==> src/rtl/cpu_bus_arbiter.sv <==
`default_nettype none
// ============================================================================
// cpu_bus_arbiter: joins the instruction-side and data-side sram-like ports
// onto one shared master port, keeping one transaction outstanding at a time.
// Optional feature: define BUS_ARB_RR_EN for alternating priority under contention.
// Rev 1.0
// ============================================================================
module cpu_bus_arbiter #(
    parameter int ADDR_W = 32,
    parameter int DATA_W = 32
) (
    input  logic              clk,
    input  logic              rst,
    input  logic              inst_req,
    input  logic              inst_wr,
    input  logic [1:0]        inst_size,
    input  logic [ADDR_W-1:0] inst_addr,
    input  logic [DATA_W-1:0] inst_wdata,
    output logic              inst_addr_ok,
    output logic              inst_data_ok,
    output logic [DATA_W-1:0] inst_rdata,
    input  logic              data_req,
    input  logic              data_wr,
    input  logic [1:0]        data_size,
    input  logic [ADDR_W-1:0] data_addr,
    input  logic [DATA_W-1:0] data_wdata,
    output logic              data_addr_ok,
    output logic              data_data_ok,
    output logic [DATA_W-1:0] data_rdata,
    output logic              bus_req,
    output logic              bus_wr,
    output logic [1:0]        bus_size,
    output logic [ADDR_W-1:0] bus_addr,
    output logic [DATA_W-1:0] bus_wdata,
    input  logic              bus_addr_ok,
    input  logic              bus_data_ok,
    input  logic [DATA_W-1:0] bus_rdata,
    output logic              busy,
    output logic              proto_err
);

    localparam logic [1:0] S_IDLE = 2'd0;
    localparam logic [1:0] S_ADDR = 2'd1;
    localparam logic [1:0] S_WAIT = 2'd2;

    logic [1:0] state_q, state_d;
    logic       owner_q, owner_d;      // 1 = data side owns the bus
    logic       proto_err_q, proto_err_d;
    logic       any_req, pick_data, cur_data, grant, drive;

`ifdef BUS_ARB_RR_EN
    logic       last_owner_q, last_owner_d;

    assign pick_data = data_req & (~inst_req | ~last_owner_q);
`else
    assign pick_data = data_req;
`endif

    assign any_req  = inst_req | data_req;
    assign grant    = (state_q == S_IDLE) & any_req;
    assign cur_data = (state_q == S_IDLE) ? pick_data : owner_q;
    assign drive    = grant | (state_q == S_ADDR);

    always_comb begin
        state_d     = state_q;
        owner_d     = owner_q;
        proto_err_d = proto_err_q | (bus_data_ok & (state_q != S_WAIT));
`ifdef BUS_ARB_RR_EN
        last_owner_d = last_owner_q;
`endif
        case (state_q)
            S_IDLE: begin
                if (any_req) begin
                    owner_d = pick_data;
`ifdef BUS_ARB_RR_EN
                    last_owner_d = pick_data;
`endif
                    state_d = bus_addr_ok ? S_WAIT : S_ADDR;
                end
            end
            S_ADDR:  if (bus_addr_ok) state_d = S_WAIT;
            S_WAIT:  if (bus_data_ok) state_d = S_IDLE;
            default: state_d = S_IDLE;
        endcase
    end

    always_ff @(posedge clk or negedge rst) begin
        if (!rst) begin
            state_q     <= S_IDLE;
            owner_q     <= 1'b0;
            proto_err_q <= 1'b0;
`ifdef BUS_ARB_RR_EN
            last_owner_q <= 1'b1;
`endif
        end else begin
            state_q     <= state_d;
            owner_q     <= owner_d;
            proto_err_q <= proto_err_d;
`ifdef BUS_ARB_RR_EN
            last_owner_q <= last_owner_d;
`endif
        end
    end

    // Every output is forced low while reset is held, whatever the bus does.
    always_comb begin
        bus_req      = 1'b0;
        bus_wr       = 1'b0;
        bus_size     = 2'd0;
        bus_addr     = '0;
        bus_wdata    = '0;
        inst_addr_ok = 1'b0;
        data_addr_ok = 1'b0;
        inst_data_ok = 1'b0;
        data_data_ok = 1'b0;
        inst_rdata   = '0;
        data_rdata   = '0;
        busy         = 1'b0;
        proto_err    = 1'b0;
        if (rst) begin
            if (drive) begin
                bus_req      = cur_data ? data_req   : inst_req;
                bus_wr       = cur_data ? data_wr    : inst_wr;
                bus_size     = cur_data ? data_size  : inst_size;
                bus_addr     = cur_data ? data_addr  : inst_addr;
                bus_wdata    = cur_data ? data_wdata : inst_wdata;
                inst_addr_ok = bus_addr_ok & ~cur_data;
                data_addr_ok = bus_addr_ok & cur_data;
            end
            if (state_q == S_WAIT) begin
                inst_data_ok = bus_data_ok & ~owner_q;
                data_data_ok = bus_data_ok & owner_q;
            end
            inst_rdata = bus_rdata;
            data_rdata = bus_rdata;
            busy       = (state_q != S_IDLE) | grant;
            proto_err  = proto_err_q;
        end
    end

endmodule
`default_nettype wire
==> config.mk <==
export PLATFORM = sky130hd
export DESIGN_NAME = cpu_bus_arbiter
export DESIGN_NICKNAME = d
export VERILOG_FILES = /design/src/rtl/cpu_bus_arbiter.sv
export SDC_FILE = /design/constraint.sdc
export NUM_CORES = 1
export LEC_CHECK = 0
export BUFFER_PORTS_ARGS = -buffer_cell sky130_fd_sc_hd__buf_4
export CAP_MARGIN = 20
export CORE_AREA = 2 2 121 123
export DETAILED_ROUTE_END_ITERATION = 6
export DIE_AREA = 0 0 123 125
export SLEW_MARGIN = 10
export SYNTH_ARGS = -nofsm -noshare
export SYNTH_HDL_FRONTEND = slang
export SYNTH_SLANG_ARGS = --single-unit
==> constraint.sdc <==
create_clock -name clk -period 3 [get_ports clk]
set_input_delay 0.6 -clock clk [delete_from_list [all_inputs] [get_ports clk]]
set_output_delay 0.6 -clock clk [all_outputs]
set_load 0.02 [all_outputs]
==> out/results.ini <==
[final_layout]
area_growth_pct = 110
layout_common_cells = buf_4 (317), o21ai_0 (64), a21oi_1 (58)
nets = 762
layout_commonest_cell = buf_4
drive_gt1_share_pct = 62.9
layoutNonFillerInstCount = 773

[placement]
numPlacedInstances = 769
globalplace.congestion = 0.796
io_buffers = 309
dp.final_hpwl_um = 8750
place_ws_ns = 0.411

[floorplanning]
die_width_um = 123
num_rows = 44
design.die.area_um2 = 15400
io_pins = 310
core_um2 = 14200
start_util_pct = 14.9
chipHeight_um = 125

[job]
maxCapViolations = 0

[critical_path]
reg2reg_to = owner_q$_DFFE_PN0P_
r2r_start = state_q[1]$_DFFE_PN0P_
r2r_slack_ns = 1.55
crit_type = register to primary output
worstPathArrival_ns = 2.00
timing.critical_path.slowest_stage_cell = dfrtp_1
crit_fanout = 42
crit_top_cell = buf_4
max_stage_delay_ns = 0.51
crit_path_end_kind = primary output
reg2reg_depth = 4
cp-start-kind = register
required_ns = 2.40
cp_cell_sequence = nor3b_4 > buf_4 > o21ai_0 > a21oi_1 > buf_4

[sta]
tns_ns = 0
max-slew-margin-rel_pct = 72.6
clock_skew_ns = 0.00127
maxSlewViolCount = 0
max_freq_ghz = 0.385
hold_viol = 0
fin_crit_ns = 2.60
rsz0062_at_grt = false
layout_setup_ws_ns = 0.405
post-route-period-util_pct = 86.5
worst_pin_slew_ns = 0.411
setup_viol = 0

[clock_network]
cts_resized = 0
clock_sinks = 4
cts_root_buf = clkbuf_16
ctsLongestPathBuffers = 2
cts_tree = yes
cts.htree.levels = 1
clk_pin_slew_worst_paths_ns = 0.03
cts_hold_buf = 0
cts_buffers = 3
clock_latency_ns = 0.22
post_cts_buffers = 0

[synth]
ys_seq_elements = 4
ys_warn_count = 0
postSynthCellCount = 335
syn_area_per_cell_um2 = 6.33
yosysUniqueCellTypes = 30
syn-num-nets = 507
synth-seq-area-share_pct = 4.72
netlist_area_um2 = 2120

[global_routing]
overflow = 0
grt_pass1_wl_um = 16700
grt_max_degree = 47
grt.total_usage_pct = 13.1
antenna_found_initial = 1
grt_pass1_vias = 3199

[detailed_routing]
avgViaCountPerCell = 4.37
wl_um = 11100
dr.pass1.iters = 4
drtIter0Drc = 140
num_vias = 3377
drc = 0
wire_per_inst_um = 14.4
ant_nets = 0

[pwr]
combPwrFrac_pct = 82.1
p_per_area_nw_per_um2 = 366
p_int_uw = 809
switching_share_pct = 50.5
p_seq_share_pct = 5.2
p_leak_uw = 0.00221
ir_worst_vdd_mv = 0.210
clockPowerShare_pct = 12.7
power_switching_uw = 824

[run_status]
outcome = finished, final reports clean

[worst_hold_path]
min_path_type = input pin to asynchronous set/reset pin

[worst max-delay path by stage]
stage	from	end	slack, ns
after global placement	data_req	bus_addr[12]	0.44
after global routing	state_q[1]$_DFFE_PN0P_	bus_wr	0.25
after floorplan	data_req	inst_addr_ok	0.65
final	state_q[1]$_DFFE_PN0P_	bus_wr	0.40
after CTS	state_q[1]$_DFFE_PN0P_	bus_wr	0.40
after detailed placement	data_req	bus_addr[12]	0.41
[sequential cells by signal, summed over array words and instances (netlist names)]
name	flops
owner_q	1
state_q	2
proto_err_q	1
[cell type report]
class	instances	area, um^2
tap	184	230
fill	1551	9740
timing repair buffer	322	2480
clock buffer	3	75.1
multi-input combinational	257	1570
inverter	2	7.51
sequential	4	100
antenna	1	2.50
[critical path, delay by kind of cell (launching register included)]
family / cells / cell delay [ns]
DFF: 1 / 0.51
buffers and inverters: 2 / 0.54
and+or+nand+nor: 1 / 0.26
AOI/OAI and AO/OA: 2 / 0.42
[power groups by stage]
stage	Combinational (uW)	Sequential (uW)	Clock, uW
2_1_floorplan	810	71.1	0
3_3_place_gp	1350	85.0	0
3_5_place_dp	1350	85.2	0
4_1_cts	1350	84.8	208
5_1_grt	1450	87.4	213
6_report	1340	84.8	208
[metal layers]
metal	global-route usage (%)	up-vias	wire length, um
met5	0	-	0
li1	-	1668	-
met1	17.4	1523	4560
met3	1.73	10	1010
met4	2.74	0	182
met2	22.6	176	5390
[cell usage after synthesis, drive strengths merged]
master | count | area share [%]
o21ai | 70 | 17
a21oi | 68 | 18
nand3 | 67 | 23
buf | 52 | 18
and2 | 33 | 9.7
clkbuf | 20 | 3.7
nor3 | 5 | 1.2
dfrtp | 4 | 4.7
inv | 2 | 0.35
nand2 | 2 | 0.47
o21a | 2 | 0.77
a21o | 1 | 0.35
mux2i | 1 | 0.47
nand2b | 1 | 0.29
nor2 | 1 | 0.18
nor2b | 1 | 0.29
nor3b | 1 | 0.88
nor4 | 1 | 0.29
o32ai | 1 | 0.41
or3 | 1 | 0.29
or3b | 1 | 0.41
[through the flow]
stage / area (um^2) / hold WS (ns) / total power, uW / util (%)
4_1_cts: 4460 / 0.376 / 1650 / 31.4
3_5_place_dp: 4390 / 0.446 / 1440 / 30.9
6_report: 4460 / 0.368 / 1630 / 31.4
2_1_floorplan: 2120 / 0.304 / 882 / -
5_1_grt: 4460 / 0.391 / 1750 / 31.4
3_3_place_gp: 4390 / 0.440 / 1440 / 30.9
[cell families (layout without fill, tap and decap cells)]
group	after synthesis	after routing	share of synthesized area, %
AOI/OAI and AO/OA	142	142	35.8
buffers and inverters	74	327	22.1
DFF	4	4	4.72
muxes	1	1	0.472
other	0	1	0
and+or+nand+nor	114	114	36.9
No activity file was read; power rests on OpenSTA's default activity.
